<file path="src/rtl/ethpipe_tx_port.sv">
// ethpipe GMII transmitter: reads one frame from a TX slot RAM and sends
// preamble, SFD, frame bytes and IFG, then reports slot completion.
module ethpipe_tx_port #(
    parameter int PREAMBLE_LEN = 7,
    parameter int IFG_LEN      = 12,
    parameter int MAX_LEN      = 1518
) (
    input  logic        gmii_tx_clk,
    input  logic        sys_rst_n,
    input  logic [63:0] global_counter,
    input  logic        tx_req,
    output logic        tx_complete,
    output logic        tx_error,
    output logic        tx_busy,
    output logic [10:0] slot_tx_eth_address,
    input  logic [31:0] slot_tx_eth_q,
    output logic [7:0]  gmii_txd,
    output logic        gmii_tx_en
);

    typedef enum logic [2:0] {
        S_IDLE,
        S_HDR,
        S_WAIT,
        S_PRE,
        S_DATA,
        S_IFG,
        S_DONE
    } state_t;

    localparam logic [10:0] PRE_LAST = 11'(PREAMBLE_LEN);
    localparam logic [10:0] IFG_LAST = 11'(IFG_LEN - 1);
    localparam logic [10:0] MAX_L    = 11'(MAX_LEN);

    state_t      state, state_d;
    logic [10:0] cnt, cnt_d;
    logic [10:0] addr, addr_d;
    logic        armed, armed_d;
    logic        err, err_d;
    logic [31:0] ts_lo, ts_lo_d;
    logic [31:0] ts_hi, ts_hi_d;
    logic [10:0] len, len_d;
    logic [31:0] wbuf, wbuf_d;
    logic [7:0]  txd_d;
    logic        en_d;

    logic [63:0] ts;
    logic [10:0] q_len;
    logic        launch;
    logic        len_bad;

    assign ts      = {ts_hi, ts_lo};
    assign q_len   = slot_tx_eth_q[26:16];
    assign launch  = (ts == 64'd0) || (global_counter >= ts);
    assign len_bad = (q_len == 11'd0) || (q_len > MAX_L);

    always_comb begin
        state_d = state;
        cnt_d   = cnt;
        addr_d  = addr;
        armed_d = armed;
        err_d   = err;
        ts_lo_d = ts_lo;
        ts_hi_d = ts_hi;
        len_d   = len;
        wbuf_d  = wbuf;
        txd_d   = 8'h00;
        en_d    = 1'b0;

        unique case (state)
            S_IDLE: begin
                if (!tx_req) begin
                    armed_d = 1'b1;
                end else if (armed) begin
                    state_d = S_HDR;
                    cnt_d   = 11'd0;
                    addr_d  = 11'd0;
                    armed_d = 1'b0;
                    err_d   = 1'b0;
                end
            end
            S_HDR: begin
                // q lags the address by one cycle: word0 at cnt 1, word3 at cnt 4
                cnt_d  = cnt + 11'd1;
                addr_d = (cnt < 11'd3) ? cnt + 11'd1 : 11'd4;
                if (cnt == 11'd1) ts_lo_d = slot_tx_eth_q;
                if (cnt == 11'd2) ts_hi_d = slot_tx_eth_q;
                if (cnt == 11'd4) begin
                    len_d = q_len;
                    cnt_d = 11'd0;
                    if (len_bad) begin
                        state_d = S_DONE;
                        err_d   = 1'b1;
                    end else if (launch) begin
                        state_d = S_PRE;
                    end else begin
                        state_d = S_WAIT;
                    end
                end
            end
            S_WAIT: begin
                cnt_d = 11'd0;
                if (global_counter >= ts) state_d = S_PRE;
            end
            S_PRE: begin
                if (cnt == PRE_LAST) begin
                    state_d = S_DATA;
                    cnt_d   = 11'd0;
                    wbuf_d  = slot_tx_eth_q;
                    addr_d  = addr + 11'd1;
                end else begin
                    cnt_d = cnt + 11'd1;
                end
            end
            S_DATA: begin
                if (cnt == len - 11'd1) begin
                    state_d = S_IFG;
                    cnt_d   = 11'd0;
                end else begin
                    cnt_d = cnt + 11'd1;
                    // next word has been stable on q for several cycles
                    if (cnt[1:0] == 2'd3) begin
                        wbuf_d = slot_tx_eth_q;
                        addr_d = addr + 11'd1;
                    end
                end
            end
            S_IFG: begin
                if (cnt == IFG_LAST) begin
                    state_d = S_DONE;
                    cnt_d   = 11'd0;
                end else begin
                    cnt_d = cnt + 11'd1;
                end
            end
            S_DONE: begin
                state_d = S_IDLE;
                cnt_d   = 11'd0;
            end
            default: begin
                state_d = S_IDLE;
            end
        endcase

        // wire outputs are registered from the upcoming state
        unique case (state_d)
            S_PRE: begin
                en_d  = 1'b1;
                txd_d = (cnt_d == PRE_LAST) ? 8'hD5 : 8'h55;
            end
            S_DATA: begin
                en_d  = 1'b1;
                txd_d = wbuf_d[{cnt_d[1:0], 3'b000} +: 8];
            end
            default: begin
                en_d  = 1'b0;
                txd_d = 8'h00;
            end
        endcase
    end

    always_ff @(posedge gmii_tx_clk or negedge sys_rst_n) begin
        if (!sys_rst_n) begin
            state      <= S_IDLE;
            cnt        <= 11'd0;
            addr       <= 11'd0;
            armed      <= 1'b1;
            err        <= 1'b0;
            ts_lo      <= 32'd0;
            ts_hi      <= 32'd0;
            len        <= 11'd0;
            wbuf       <= 32'd0;
            gmii_txd   <= 8'h00;
            gmii_tx_en <= 1'b0;
        end else begin
            state      <= state_d;
            cnt        <= cnt_d;
            addr       <= addr_d;
            armed      <= armed_d;
            err        <= err_d;
            ts_lo      <= ts_lo_d;
            ts_hi      <= ts_hi_d;
            len        <= len_d;
            wbuf       <= wbuf_d;
            gmii_txd   <= txd_d;
            gmii_tx_en <= en_d;
        end
    end

    assign slot_tx_eth_address = addr;
    assign tx_complete         = (state == S_DONE);
    assign tx_error            = (state == S_DONE) && err;
    assign tx_busy             = (state != S_IDLE);

endmodule

</file>
<file path="config.mk">
export PLATFORM = sky130hd
export DESIGN_NAME = ethpipe_tx_port
export DESIGN_NICKNAME = d
export VERILOG_FILES = /design/src/rtl/ethpipe_tx_port.sv
export SDC_FILE = /design/constraint.sdc
export NUM_CORES = 1
export LEC_CHECK = 0
export CELL_PAD_IN_SITES_DETAIL_PLACEMENT = 2
export CELL_PAD_IN_SITES_GLOBAL_PLACEMENT = 2
export CORE_AREA = 2 2 130 183
export CTS_BUF_LIST = sky130_fd_sc_hd__clkbuf_4 sky130_fd_sc_hd__clkbuf_8
export DETAILED_ROUTE_END_ITERATION = 10
export DIE_AREA = 0 0 132 185
export MAX_ROUTING_LAYER = met4
export PLACE_DENSITY_LB_ADDON = 0.05
export SLEW_MARGIN = 15
export SYNTH_ARGS = -nofsm -noshare
export SYNTH_HDL_FRONTEND = slang
export SYNTH_SLANG_ARGS = --single-unit
</file>
<file path="constraint.sdc">
create_clock -name gmii_tx_clk -period 5.2 [get_ports gmii_tx_clk]
set_input_delay 1.04 -clock gmii_tx_clk [delete_from_list [all_inputs] [get_ports gmii_tx_clk]]
set_output_delay 1.04 -clock gmii_tx_clk [all_outputs]
set_load 0.02 [all_outputs]
</file>
==> impl_metrics.toml, run 1 <==
[yosys]
synthArstFlopShare = 1.00
synth-seq-cells = 143
synthFlopType = "dfrtp_1"
yosysUniqueCellTypes = 75
yosysTopAreaCell = "dfrtp_1"
syn_nets = 1043
synth_seq_area_share = 0.410
netlist_area_sq_um = 8730
synth_edf_count = 0
synth_cells = 874
ys_warn_count = 0
synthTopCellsByArea = "dfrtp_1, mux2_2, ha_1"
synth_top_area_share = 0.407
syn_avg_cell_area_sq_um = 9.99

[clock_network]
cts_buffers = 17
clock_latency_ns = 0.46
clockBufferDepth = 2
cts.hold.buffers_added = 0
ctsResizeCount = 0
cts.reportedPaths.clkPinSlew_ns = 0.09
clock-sinks = 143
htreeDepth = 4
cts_tree = "built"
cts_setup_buffers = 0
cts-root-buf = "clkbuf_8"

[critical_path]
cp.buffers_inverters = 2
cp_max_fo = 12
reg2regPathDepth = 11
end_kind = "flop"
cp.required_ns = 5.53
path_cells = "inv_1 > ha_1 > nand2_1 > nor3_1 > o41ai_1 > nor2_1 > a31o_2 > inv_1 > nand2_1 > o221ai_1 > o22ai_1"
max_stage_delay_ns = 0.88
crit_start = "cnt[0]"
worst-path-stages = 11
timing.rr.start = "cnt[0]"
crit_family = "compound AO/OA/AOI/OAI gates"
worstPathArrival_ns = 4.10
rrSetupSlack_ns = 1.43
worstSetupEndpoint = "gmii_txd[6]"
crit_type = "flop to flop"
rr_endpoint = "gmii_txd[6]"
cp-start-kind = "flop"
crit_slowest_cell = "o41ai_1"

[global_route]
grt_pass1_wl_microns = 48700
grt_overflow_total = 0
track_usage = 0.268
grt_pass1_vias = 8491
grt_max_degree = 108
grt_antenna_before_repair = 0

[timing]
fmax_mhz = 265
rsz0062_at_grt = "false"
fin_crit_sh = 0.725
fin_tns_setup_ns = 0
tightestPinTransition_ns = 1.08
fin_skew_ns = 0.0153
setup_viol = 0
relSlewSlack = 0.271
period_needed_ns = 3.77
slew_violations = 0
hold_viol_final = 0

[worst_hold_path]
hold_path_startpoint = "wbuf[26]"
hold_path_class = "flop to flop"

[placed_design]
hpwl_microns = 24300
placed_cell_area_sq_um = 10200
gp_congestion = 0.925
portBuffers = 121

[power]
combPwrFrac = 0.127
sw_frac_of_total = 0.262
p_clk_frac = 0.389
ir_drop_uv = 126
seqPwrFrac = 0.484
power.switching_mw = 0.642
power_density_nw_per_um2 = 231
p_leak_nw = 4.83
p_int_mw = 1.80

[routing]
post_drt_wl_per_cell_microns = 23.7
drt_drc_violations_left = 0
first_pass_iters = 4
drt_iter0_markers = 313
vias = 7422
ant_nets = 0
finalWirelength_microns = 30900
via_per_inst = 5.69

[floorplan]
die_w_microns = 132
die_area_sq_um = 24400
placementRows = 66
core_area_sq_um = 22900
initial_core_util = 0.382
pin_count = 122
chipHeight_microns = 185

[finish]
drive_gt1_frac = 0.154
n_antenna_cell = 0
final_area_sq_um = 10600
syn_to_final_growth_pct = 21.6
n_fill_cell = 2444
final_nets = 1154

[outcome]
status = "finished clean"

[flow_run]
maxCapViolations = 0
[cell usage in the layout (no fill, tap or decap), types with 6 or more instances in the layout]
master	instances
a21o_1	32
a21oi_1	36
a31oi_1	8
and3_1	11
clkbuf_8	18
clkdlybuf4s50_1	120
dfrtp_1	142
ha_1	70
inv_1	83
mux2_2	89
nand2_1	50
nand3_1	27
nand4_1	33
nor2_1	39
nor2b_1	6
nor3_1	13
nor4_1	24
o21ai_0	57
o22ai_1	10
o31ai_1	11
xor2_1	8
[area by class of cell]
class	count	area (sq um)	share of cell area
clock inverters	13	163	0.0153
repair buffers	126	1250	0.118
inverters	84	315	0.0297
multi-input cells	613	4670	0.440
clock buffers	19	255	0.0241
well taps	306	383	0.0361
flip-flops and latches	143	3580	0.337
[power groups by stage]
stage                     registers (mW)  clock network (mW)  logic (mW)
final                               1.18               0.952       0.311
after floorplan                     1.20                   0       0.131
after global placement              1.20                   0       0.291
after CTS                           1.19               0.979       0.316
after detailed placement            1.21                   0       0.314
after global routing                1.19                1.03       0.344
[state kept, by name, summed over array words and instances (netlist names)]
register and cells:
armed 1, cnt 11, err 1, gmii_tx_en 1, gmii_txd 8, len 11
slot_tx_eth_address 11, state 3, ts_hi 32, ts_lo 32, wbuf 32
[layer usage]
metal	vias to the layer above	share of wire	global-route usage
met5	-	0	-
met3	57	0.024	0.0372
li1	3417	-	-
met1	3800	0.39	0.284
met4	0	0.048	0.133
met2	148	0.54	0.488
[logic make-up (layout without fill, tap and decap cells)]
kind of cell,after synthesis,in the layout,synth area share
and+or+nand+nor,239,239,0.148
AOI/OAI and AO/OA,200,200,0.152
muxes,93,93,0.121
adders and majority gates,70,70,0.100
buffers and inverters,118,242,0.0555
DFF,143,143,0.410
xor gates and xnor gates,11,11,0.0128
[cell usage after synthesis (5+ instances only)]
cell type,instances
clkbuf_1,13
inv_1,83
xor2_1,8
o211ai_1,5
mux2_2,89
nor4_1,24
o21ai_0,57
nor2_1,39
ha_1,70
dfrtp_1,142
a31oi_1,8
or2_2,5
a21o_1,32
nand3_1,27
nor3_1,13
a21oi_1,36
o31ai_1,11
and3_1,11
nor2b_1,6
buf_1,6
o22ai_1,10
nand4_1,33
nand2_1,50
buf_2,9
[worst min-delay path by stage]
stage / end / slack (ns) / depth (start not counted)
floorplan: err / 0.45 / 2
global placement: slot_tx_eth_address[10] / 0.47 / 1
detailed placement: wbuf[14] / 0.49 / 1
CTS: wbuf[14] / 0.51 / 1
global route: slot_tx_eth_address[10] / 0.53 / 1
finish: wbuf[26] / 0.51 / 2
[metrics by stage]
| stage | power [mW] | setup WS (ns) | hold slack, ns | util | instances |
|---|---|---|---|---|---|
| 2_1_floorplan | 1.33 | 2.26 | 0.455 | - | 874 |
| 3_3_place_gp | 1.50 | 1.41 | 0.473 | 0.446 | 1272 |
| 3_5_place_dp | 1.52 | 1.32 | 0.489 | 0.446 | 1272 |
| 4_1_cts | 2.48 | 1.43 | 0.515 | 0.464 | 1304 |
| 5_1_grt | 2.56 | 1.19 | 0.527 | 0.464 | 1304 |
| 6_report | 2.45 | 1.43 | 0.507 | 0.464 | 1304 |
[tightest hold or removal path: cells and delay by family (launching register included)]
family,cells,cell delay (ns)
AND/OR/NAND/NOR,2,0.15
flip-flops,1,0.33
Note: power is estimated with default switching activity, not from simulation.
==> run 2, diff against run 1 <==
--- a/config.mk
+++ b/config.mk
@@ -7,10 +7,10 @@
 export LEC_CHECK = 0
 export CELL_PAD_IN_SITES_DETAIL_PLACEMENT = 2
 export CELL_PAD_IN_SITES_GLOBAL_PLACEMENT = 2
-export CORE_AREA = 2 2 130 183
+export CORE_AREA = 2 2 141 198
 export CTS_BUF_LIST = sky130_fd_sc_hd__clkbuf_4 sky130_fd_sc_hd__clkbuf_8
 export DETAILED_ROUTE_END_ITERATION = 10
-export DIE_AREA = 0 0 132 185
+export DIE_AREA = 0 0 143 200
 export MAX_ROUTING_LAYER = met4
 export PLACE_DENSITY_LB_ADDON = 0.05
 export SLEW_MARGIN = 15
==> constraint.sdc (replaced) <==
create_clock -name gmii_tx_clk -period 3.15 [get_ports gmii_tx_clk]
set_input_delay 0.63 -clock gmii_tx_clk [delete_from_list [all_inputs] [get_ports gmii_tx_clk]]
set_output_delay 0.63 -clock gmii_tx_clk [all_outputs]
set_load 0.02 [all_outputs]
==> run 2 against run 1 <==
Against the previous run:
- utilization down 3.5 points
- register-to-register slack got worse by 1.3 ns
- critical path type unchanged
- wire length grew 0.33%
- largest cell class unchanged
==> impl_metrics.toml, run 2 (synthesis gave the netlist of run 1 again) <==
[outcome]
status = "finished clean"

[timing]
hold_viol_final = 0
fin_crit_sh = 0.971
relSlewSlack = 0.484
fin_skew_ns = 0.0130
setup_viol = 0
tightestPinTransition_ns = 0.770
slew_violations = 0
fin_tns_setup_ns = 0
period_needed_ns = 3.06
fmax_mhz = 327
hold_slack_ns = 0.158
worst_slack_ns = 0.0925

[routing]
ant_nets = 0
drt_iter0_markers = 231
vias = 7591
finalWirelength_microns = 31000
post_drt_wl_per_cell_microns = 21.1
first_pass_iters = 4
drt_drc_violations_left = 0
via_per_inst = 5.18

[floorplan]
placementRows = 71
pin_count = 122
core_area_sq_um = 26700
chipHeight_microns = 200
die_w_microns = 143
initial_core_util = 0.326
die_area_sq_um = 28600

[power]
p_clk_frac = 0.354
p_leak_nw = 5.32
ir_drop_uv = 226
seqPwrFrac = 0.507
power.switching_mw = 1.04
sw_frac_of_total = 0.270
power_density_nw_per_um2 = 336
combPwrFrac = 0.139
p_int_mw = 2.81

[finish]
n_fill_cell = 2925
n_antenna_cell = 0
biggestRegsByFlops = "ts_hi x32, ts_lo x32, wbuf x32"
final_nets = 1259
final_common_cell = "dfrtp_1"
layout_common_cells = "dfrtp_1, clkdlybuf4s50_1, buf_4, mux2_2, inv_1"
syn_to_final_growth_pct = 31.5
drive_gt1_frac = 0.243

[critical_path]
crit_family = "simple AND/OR/NAND/NOR gates"
worst-path-stages = 13
crit_type = "flop to flop"
worstPathArrival_ns = 3.40
reg2regPathDepth = 13
cp_common_cell = "buf_4"
path_cells = "nor4_4 > nand3_1 > xnor2_2 > a311oi_4 > buf_4 > buf_12 > o31ai_4 > buf_4 > nand2_8 > buf_4 > a31o_2 > nor2_1 > o41ai_2"
cp.buffers_inverters = 4
cp_max_fo = 20
crit_slowest_cell = "dfrtp_1"
cp.required_ns = 3.49
max_stage_delay_ns = 0.45
end_kind = "flop"
cp-start-kind = "flop"

[global_route]
grt_pass1_wl_microns = 48300
track_usage = 0.231
grt_max_degree = 69
grt_pass1_vias = 8500
grt_antenna_before_repair = 1
grt_overflow_total = 0

[clock_network]
cts_buffers = 17
cts.reportedPaths.clkPinSlew_ns = 0.09
cts_tree = "built"
htreeDepth = 4
cts.hold.buffers_added = 0
clock_latency_ns = 0.46
clock-sinks = 143
clockBufferDepth = 2
cts-root-buf = "clkbuf_8"

[worst_hold_path]
hold_path_class = "input pin to async pin"

[flow_run]
maxCapViolations = 0

[placed_design]
pre_cts_ws_ns = -0.236
gp_congestion = 0.875
portBuffers = 121
hpwl_microns = 24900
-- run 2: cell types whose count changed in the layout (fill, tap and decap cells not counted), sizes merged --
cell	before	now
buf	6	111
bufinv	3	1
clkbuf	19	18
clkinv	5	9
clkinvlp	3	2
inv	86	84
-- run 2: path summary, 6_finish.rpt --
check	startpoint	to	slack, ns
hold / removal	sys_rst_n	slot_tx_eth_address[5]	0.16
min in group gmii_tx_clk	armed	armed	0.49
setup / recovery	len[2]	gmii_txd[3]	0.09
hold reg to reg	armed	armed	0.49
max in group asynchronous	sys_rst_n	armed	2.16
setup reg to reg	len[2]	gmii_txd[3]	0.09
-- run 2: through the flow --
stage                     cells  total power [mW]  instance area [sq um]   util
final                      1466              3.85                  11500  0.429
after floorplan             874              2.19                   8730      -
after detailed placement   1432              2.53                  11100  0.413
after CTS                  1462              3.91                  11400  0.426
after global placement     1432              2.52                  11100  0.413
after global routing       1466              4.05                  11500  0.429
-- run 2: per-layer routing --
metal / share of wire / routed length [microns] / global-route usage / vias up
li1: - / - / - / 3628
met1: 0.41 / 12700 / 0.257 / 3809
met2: 0.54 / 16600 / 0.424 / 117
met3: 0.025 / 771 / 0.0322 / 37
met4: 0.029 / 900 / 0.0759 / 0
met5: 0 / 0 / - / -
-- run 2: timing repair --
item	in CTS	in global routing
setup endpoints to repair	2	9
pin swaps	0	2
buffers inserted	0	4
gates resized for setup	1	13
-- run 2: power groups by stage --
| stage | clock [mW] | sequential [mW] | combinational (mW) |
|---|---|---|---|
| 2_1_floorplan | 0 | 1.97 | 0.217 |
| 3_3_place_gp | 0 | 1.99 | 0.530 |
| 3_5_place_dp | 0 | 1.99 | 0.545 |
| 4_1_cts | 1.41 | 1.95 | 0.550 |
| 5_1_grt | 1.48 | 1.96 | 0.601 |
| 6_report | 1.36 | 1.95 | 0.537 |
-- run 2: area by class of cell --
| cell class | count | area [sq um] | area share |
|---|---|---|---|
| multi-input combinational | 613 | 4720 | 0.411 |
| sequential | 143 | 3580 | 0.312 |
| timing repair buffer | 231 | 2060 | 0.180 |
| tap | 365 | 457 | 0.0398 |
| inverter | 84 | 315 | 0.0275 |
| clock buffer | 18 | 248 | 0.0216 |
| clock inverter | 12 | 97.6 | 0.00850 |
==> run 3, diff against run 2 <==
--- a/config.mk
+++ b/config.mk
@@ -13,7 +13,7 @@
 export DIE_AREA = 0 0 143 200
 export MAX_ROUTING_LAYER = met4
 export PLACE_DENSITY_LB_ADDON = 0.05
-export SLEW_MARGIN = 15
+export SLEW_MARGIN = 10
 export SYNTH_ARGS = -nofsm -noshare
 export SYNTH_HDL_FRONTEND = slang
 export SYNTH_SLANG_ARGS = --single-unit
==> results of run 3 <==
Final layout, timing and power as in run 2 (identical DEF).
